[src/rtl/decode_stage.sv]
// decode_stage: RV64I/M (or RV32I/M) integer decode with a 2-entry skid buffer.
// Define DECODE_MUL_EN to decode the M extension; otherwise those encodings are illegal.
module decode_stage #(
  parameter int BUS_DATA_WIDTH = 64,
  parameter int INS_WIDTH = 32
) (
  input  logic                      clk,
  input  logic                      reset_n,
  input  logic                      in_valid,
  output logic                      in_ready,
  input  logic [INS_WIDTH-1:0]      in_ins,
  output logic                      out_valid,
  input  logic                      out_ready,
  output logic [5:0]                out_alu_control,
  output logic [4:0]                out_addressA,
  output logic [4:0]                out_addressB,
  output logic [4:0]                out_addressC,
  output logic [BUS_DATA_WIDTH-1:0] out_imm,
  output logic                      out_muxB_control,
  output logic                      out_word,
  output logic                      out_illegal
);
`ifdef DECODE_MUL_EN
  localparam bit MUL = 1'b1;
`else
  localparam bit MUL = 1'b0;
`endif
  localparam bit RV64 = BUS_DATA_WIDTH == 64;
  typedef struct packed {
    logic [5:0]                alu;
    logic [4:0]                a, b, c;
    logic [BUS_DATA_WIDTH-1:0] imm;
    logic                      muxb, word, ill;
  } bundle_t;
  typedef enum logic [1:0] {EMPTY, ONE, TWO} state_t;
  logic [6:0] w_op, w_f7;
  logic [2:0] w_f3;
  logic [5:0] w_alu;
  logic       w_ok, w_imm_use, w_word, w_acc, w_drn;
  bundle_t    w_dec, r_main, r_skid;
  state_t     r_state;
  assign w_op = in_ins[6:0];
  assign w_f3 = in_ins[14:12];
  assign w_f7 = in_ins[31:25];
  always_comb begin
    w_alu = '0;
    w_ok = 1'b0;
    w_imm_use = 1'b0;
    w_word = 1'b0;
    case (w_op)
      7'b0010011: begin
        w_imm_use = 1'b1;
        w_ok = 1'b1;
        case (w_f3)
          3'b000: w_alu = (in_ins[31:7] == '0) ? 6'd0 : 6'd1;
          3'b001: w_alu = 6'd7;
          3'b010: w_alu = 6'd2;
          3'b011: w_alu = 6'd3;
          3'b100: w_alu = 6'd4;
          3'b110: w_alu = 6'd5;
          3'b111: w_alu = 6'd6;
          default: begin
            // RV64 shamt is 6 bits, so only ins[31:26] qualifies the shift type
            w_ok = RV64 ? (in_ins[31:26] == 6'b000000 || in_ins[31:26] == 6'b010000)
                        : (w_f7 == 7'h00 || w_f7 == 7'h20);
            w_alu = in_ins[30] ? 6'd9 : 6'd8;
          end
        endcase
      end
      7'b0110011: begin
        case (w_f7)
          7'h00: begin
            w_ok = 1'b1;
            case (w_f3)
              3'd0: w_alu = 6'd12;
              3'd1: w_alu = 6'd14;
              3'd2: w_alu = 6'd15;
              3'd3: w_alu = 6'd16;
              3'd4: w_alu = 6'd17;
              3'd5: w_alu = 6'd18;
              3'd6: w_alu = 6'd20;
              default: w_alu = 6'd21;
            endcase
          end
          7'h20: begin
            w_ok = w_f3 == 3'd0 || w_f3 == 3'd5;
            w_alu = w_f3 == 3'd0 ? 6'd13 : 6'd19;
          end
          7'h01: begin
            w_ok = MUL;
            w_alu = 6'd31 + {3'b000, w_f3};
          end
          default: ;
        endcase
      end
      7'b0011011: begin
        w_imm_use = 1'b1;
        w_word = 1'b1;
        w_ok = RV64 && (w_f3 == 3'd0 || (w_f3 == 3'd1 && w_f7 == 7'h00) ||
                        (w_f3 == 3'd5 && (w_f7 == 7'h00 || w_f7 == 7'h20)));
        w_alu = w_f3 == 3'd0 ? 6'd22 : w_f3 == 3'd1 ? 6'd23 : in_ins[30] ? 6'd25 : 6'd24;
      end
      7'b0111011: begin
        w_word = 1'b1;
        case ({w_f7, w_f3})
          {7'h00, 3'd0}: w_alu = 6'd26;
          {7'h20, 3'd0}: w_alu = 6'd27;
          {7'h00, 3'd1}: w_alu = 6'd28;
          {7'h00, 3'd5}: w_alu = 6'd29;
          {7'h20, 3'd5}: w_alu = 6'd30;
          {7'h01, 3'd0}: w_alu = MUL ? 6'd39 : 6'd0;
          {7'h01, 3'd4}: w_alu = MUL ? 6'd40 : 6'd0;
          {7'h01, 3'd5}: w_alu = MUL ? 6'd41 : 6'd0;
          {7'h01, 3'd6}: w_alu = MUL ? 6'd42 : 6'd0;
          {7'h01, 3'd7}: w_alu = MUL ? 6'd43 : 6'd0;
          default: w_alu = 6'd0;
        endcase
        w_ok = RV64 && w_alu != 6'd0;
      end
      default: ;
    endcase
  end
  // Illegal encodings yield a clean bundle so no stale control leaks through
  assign w_dec = w_ok ? '{alu: w_alu, a: in_ins[19:15], b: w_imm_use ? 5'd0 : in_ins[24:20],
                          c: in_ins[11:7],
                          imm: w_imm_use ? {{(BUS_DATA_WIDTH-12){in_ins[31]}}, in_ins[31:20]} : '0,
                          muxb: w_imm_use, word: w_word, ill: 1'b0}
                      : '{alu: 6'd0, a: 5'd0, b: 5'd0, c: 5'd0, imm: '0, muxb: 1'b0, word: 1'b0, ill: 1'b1};
  assign in_ready = r_state != TWO;
  assign out_valid = r_state != EMPTY;
  assign w_acc = in_valid & in_ready;
  assign w_drn = out_valid & out_ready;
  always_ff @(posedge clk) begin
    if (!reset_n) begin
      r_state <= EMPTY;
      r_main <= '0;
      r_skid <= '0;
    end else begin
      case (r_state)
        EMPTY: if (w_acc) begin
          r_main <= w_dec;
          r_state <= ONE;
        end
        ONE: if (w_acc && w_drn) r_main <= w_dec;
          else if (w_acc) begin
            r_skid <= w_dec;
            r_state <= TWO;
          end else if (w_drn) r_state <= EMPTY;
        default: if (w_drn) begin
          r_main <= r_skid;
          r_state <= ONE;
        end
      endcase
    end
  end
  assign out_alu_control = r_main.alu;
  assign out_addressA = r_main.a;
  assign out_addressB = r_main.b;
  assign out_addressC = r_main.c;
  assign out_imm = r_main.imm;
  assign out_muxB_control = r_main.muxb;
  assign out_word = r_main.word;
  assign out_illegal = r_main.ill;
endmodule

[config.mk]
export PLATFORM = sky130hd
export DESIGN_NAME = decode_stage
export DESIGN_NICKNAME = d
export VERILOG_FILES = /design/src/rtl/decode_stage.sv
export SDC_FILE = /design/constraint.sdc
export NUM_CORES = 1
export LEC_CHECK = 0
export BUFFER_PORTS_ARGS = -buffer_cell sky130_fd_sc_hd__buf_2
export CORE_UTILIZATION = 25
export CTS_CLUSTER_SIZE = 16
export DETAILED_ROUTE_END_ITERATION = 7
export GPL_TIMING_DRIVEN = 0
export REMOVE_ABC_BUFFERS = 1
export SLEW_MARGIN = 20
export SYNTH_ARGS = -nofsm -noshare
export SYNTH_HDL_FRONTEND = slang
export SYNTH_SLANG_ARGS = --single-unit
[constraint.sdc]
create_clock -name clk -period 2.04 [get_ports clk]
set_input_delay 0.102 -clock clk [delete_from_list [all_inputs] [get_ports clk]]
set_output_delay 0.102 -clock clk [all_outputs]
set_load 0.02 [all_outputs]
# Yosys cells after proc, flatten, opt, wreduce, memory -nomap -nowiden
# Cells that the tools add are included.
# W data, S select, Z words.
# word_totals
regBits	178
latchBits	0
ram_bits	0
mem_bits_ro	0
input_bits	36
out_inout_bits	90
memories	0
# classes
addsub	1
n_mul	0
div_mod_pow	0
magnitude_cmp	0
eq_ne	24
shift	0
muxes	30
bitwise_logic	3
reduce_logical	23
# ops
operator	count
$mux W88	4
$pmux W88 S2	1
$mux W64	1
$pmux W5 S7	1
$pmux W4 S7	1
$logic_not A25 Y1	1
$pmux W5 S5	1
$pmux W6 S4	1
$eq A7 B6 Y1 const B	3
$eq A10 B9 Y1 const B	2
$pmux W6 S3	1
$eq A7 B5 Y1 const B	2
$eq A3 B3 Y1 const B	4
$eq A10 B1 Y1 const B	1
$eq A10 B3 Y1 const B	1
$logic_not A10 Y1	1
$mux W2	5
$mux W5	2
$mux W4	2
$ne A2 B2 Y1 const B	4
$eq A7 B1 Y1 const B	1
$logic_not A7 Y1	1
$reduce_or A7 Y1	1
$add A5 B3 Y6 const A	1
23 further kinds	38

# Logic depth before layout (Yosys ltp)
# logic_depth
depth_word	8
ltp_mapped	10
ltp_nobuf	8

# Worst setup path after synthesis
# No wires, ideal clock.
# synth_path
kind	input to register
from	input port in_ins[12]
to	register r_main (netlist bit out_alu_control[0])
setup_time_ps	114
t_arrival_ps	1598
slack_ps	328
path_stages	10
n_path_buf	2
cell_sequence	inv_1 ha_1 buf_2 nor3_1 o21ai_0 a32oi_1 o21ai_4 buf_6 nor3b_2 a21o_1
# synth_between
elab_chain_cells	8
# synth_rtl
element	line_no	text
from (decl)	11	input logic [INS_WIDTH-1:0] in_ins,
$eq A10 B9 Y1 (tied with other cells)	105	case ({w_f7, w_f3})
$pmux W5 S5 / $logic_and A1 B1 Y1 (equally long branches)	105, 99	
$mux W6 / $logic_or A1 B1 Y1 (equally long branches)	50, 99	
$reduce_bool A6 Y1 / $logic_or A1 B1 Y1 (equally long branches)	118, 99	
$pmux W1 S4	50	case (w_op)
$mux W88 (*)	124	assign w_dec = w_ok ? '{alu: w_alu, a: in_ins[19:15], b: w_imm_use ? 5'd0 : in_ins[24:20],
$mux W88, on equally long branches	144, 140	
$pmux W88 S2 (*)	139	case (r_state)
to (signal assigned)	141	r_main <= w_dec;
to (signal assigned)	144	ONE: if (w_acc && w_drn) r_main <= w_dec;
to (signal assigned)	150	r_main <= r_skid;
to (decl)	40	bundle_t w_dec, r_main, r_skid;
# Every way passes the cells marked *; elsewhere a longest branch is shown, timed or not. The select of a mux whose other input is x is not followed.
# A chain may end at the register's enable or synchronous reset.

# Worst setup path in the final report
# layout_path
from	register r_state[0]
to	register r_skid[0] (netlist bit)
# layout_between
elab_chain_cells	5
# layout_rtl
element	line_no	text
from (decl)	41	state_t r_state;
from (signal assigned)	135	r_state <= EMPTY;
from (signal assigned)	142	r_state <= ONE;
from (signal assigned)	147	r_state <= TWO;
$ne A2 B2 Y1 / $reduce_bool A2 Y1 (equally long branches)	129, 130	
$and A1 B1 Y1, on equally long branches	131, 132	
$logic_and A1 B1 Y1	144	
$not A1 Y1 (no source line)	-	
$reduce_and A3 Y1 (no source line) (*)	-	
to (signal assigned)	146	r_skid <= w_dec;
to (decl)	40	
# Every way passes the cells marked *; elsewhere a longest branch is shown, timed or not.

==> metrics.yaml <==
synth_top_family_by_area: "compound AO/OA/AOI/OAI gates"
regArea_um2: 1490
vias: 4049
synthAdderAreaFrac_pct: 1.74
ios: 126
cp.arrival_ps: 2100
r2r-start: "r_state[0]"
fmax_mhz: 533
cts.sinks: 74
skew_ps: 7.21
layout_common_cells: "124 x buf_2, 72 x dfxtp_1, 61 x a21oi_1"
end_kind: "flip-flop"
status: "complete, no violations"
layoutNonFillerInstCount: 817
synthSimpleGateAreaFrac_pct: 22.9
drt_wl_total_mm: 12.6
drt.antenna.violating_nets: 0
ys_warn_count: 0
synth_xor_area_share_pct: 0
syn_area_per_cell_um2: 7.96
fin_util_pct: 31.0
diodes: 0
via_per_inst: 4.96
netlist_area_um2: 4320
synth-async-reset-ratio_pct: 0
synth_compound_area_share_pct: 25.5
fp.dieH_um: 133
cts_tree: "built"
overflow: 0
multiInputGateArea_um2: 2250
finalCritPeriodShare_pct: 92.0
layout_commonest_cell: "buf_2"
hold_viol: 0
vdd_ir_drop_max_uv: 487
start_util_pct: 25.8
slew_viol_final: 0
worst_slew_pin_slew_ps: 1070
min_path_type: "in2reg"
placed_cells_incl_taps: 796
grt_first_pass_wirelength_mm: 19.3
syn_to_final_growth_pct: 19.9
finalNetCount: 634
num-fill-cells: 1780
required_ps: 2270
core-area_um2: 16700
synth_edf_count: 0
worstSkewPairLatency_ps: 340
ys.flop_type: "dfxtp_1"
grt_pass1_vias: 3521
portBuffers: 125
drv_cap: 0
crit_path_max_fanout: 37
start_kind: "flip-flop"
dpl.hpwl_mm: 7.84
max_slew_margin_pct: 28.2
finalPower_mw: 3.89
muxShareOfSynthArea_pct: 0.754
cts_buffer_depth: 2
drtPass1Iterations: 5
synth_seq_cells: 74
p_per_area_nw_per_um2: 753
clkSlewWorstSetupHoldPaths_ps: 60
seq_area_frac_synth_pct: 34.3
rrSetupSlack_ps: 160
grt_max_degree: 76
synth.distinct_cells: 55
netlist_instances: 542
gp_congestion: 0.859
power_leakage_nw: 2.07
die_x_um: 133
dieArea_um2: 17800
grt_antenna_before_repair: 0
cts_buffers: 9
cp-startpoint: "r_state[0]"
setup_violations: 0
path_class: "reg2reg"
htreeDepth: 3
drt_iter0_drc: 283
drive_above_1_share_pct: 29.5
fin_crit_ps: 1880
cts_root_buf: "clkbuf_16"
rows: 47
grt_usage_pct: 13.9
min_from: "in_ins[8]"
rsz0062_at_grt: "false"
post-route-drc-count: 0
post_drt_wl_per_cell_um: 15.4
## metal layers
layer  routed length [um]  track usage [%]  vias up
met4                   90             3.35        0
met2                 5690             21.6      164
li1                     -                -     2005
met1                 6020             19.2     1871
met3                  792             3.27        9
met5                    0                0        -
## cells by family after synthesis
| logic type | Yosys count |
|---|---|
| buffers and inverters | 104 |
| muxes | 3 |
| DFF | 74 |
| and+or+nand+nor | 180 |
| adders and majority gates | 6 |
| AOI/OAI and AO/OA | 175 |
## critical path, stage by stage (launching register included)
cell     delay [ps]
dfxtp_1         390
nand2_1         140
or3_2           800
nand2_1         170
o21ai_1          70
and2_1          180
## metrics by stage
step / instance area [um2] / worst slack [ps] / setup TNS (ps) / hold slack, ps
4_1_cts: 5140 / 82.4 / 0 / 27.1
3_3_place_gp: 4600 / -3080 / -193240 / 385
3_5_place_dp: 4750 / -504 / -27250 / 388
5_1_grt: 5170 / 33.8 / 0 / 31.2
2_1_floorplan: 3700 / -6160 / -339190 / 178
6_report: 5170 / 164 / 0 / 32.1
## area by class of cell
cell class | count | area share (%)
Clock buffer | 11 | 4.89
Clock inverter | 5 | 1.16
Inverter | 6 | 0.435
Multi-Input combinational cell | 364 | 43.5
Sequential cell | 74 | 28.7
Tap cell | 220 | 5.32
Timing Repair Buffer | 137 | 16.0
## synthesized netlist by cell type (2+ instances only)
cell type	count	area share, %
mux2_2	2	0.52
o221a_2	2	0.52
nor3_1	13	1.5
nor4_1	6	0.87
nor4b_1	2	0.41
nor2_1	23	2.0
buf_6	6	1.6
and2_1	2	0.29
dfxtp_1	74	34
a221oi_1	6	1.2
o211a_1	2	0.46
o2111ai_1	2	0.41
clkbuf_1	34	3.0
nand4_1	17	2.5
o21ai_1	8	0.93
a21boi_1	29	5.0
nand3_1	34	3.9
o22a_1	2	0.41
buf_2	6	0.70
nor3b_2	2	0.58
buf_4	52	9.0
or3_1	4	0.58
nand3b_1	16	2.8
ha_1	6	1.7
nor2b_1	6	0.87
nand2_1	42	3.7
inv_1	6	0.52
o211ai_1	6	1.0
o21ai_0	42	4.9
a21oi_1	61	7.1
nand2b_1	5	0.72
## flip-flops by register name (all words and copies together) (netlist names)
name              flops
out_addressC          5
out_illegal           1
r_state               2
out_alu_control       6
r_skid               36
out_addressB          5
out_word              1
out_imm              12
out_addressA          5
out_muxB_control      1
## power breakdown
group          leakage, nW  switching [mW]  internal [mW]
sequential           0.604          0.0410           1.50
combinational         1.31           0.454          0.232
clock                0.152           0.652           1.02
total                 2.07            1.15           2.75
## worst paths after layout
kind                              endpoint  cells after the start
worst max-delay path             r_skid[0]                      5
worst max register to register   r_skid[0]                      5
worst min-delay path            r_skid[68]                      3
worst min register to register  r_skid[69]                      2
## repair_timing
item                                    CTS  global route
resized for setup                         1             4
pin swaps                                 1             0
hold buffers                              0             0
endpoints found under the setup margin   54            43
buffers inserted                          4             1
(Power assumes the default switching activity.)
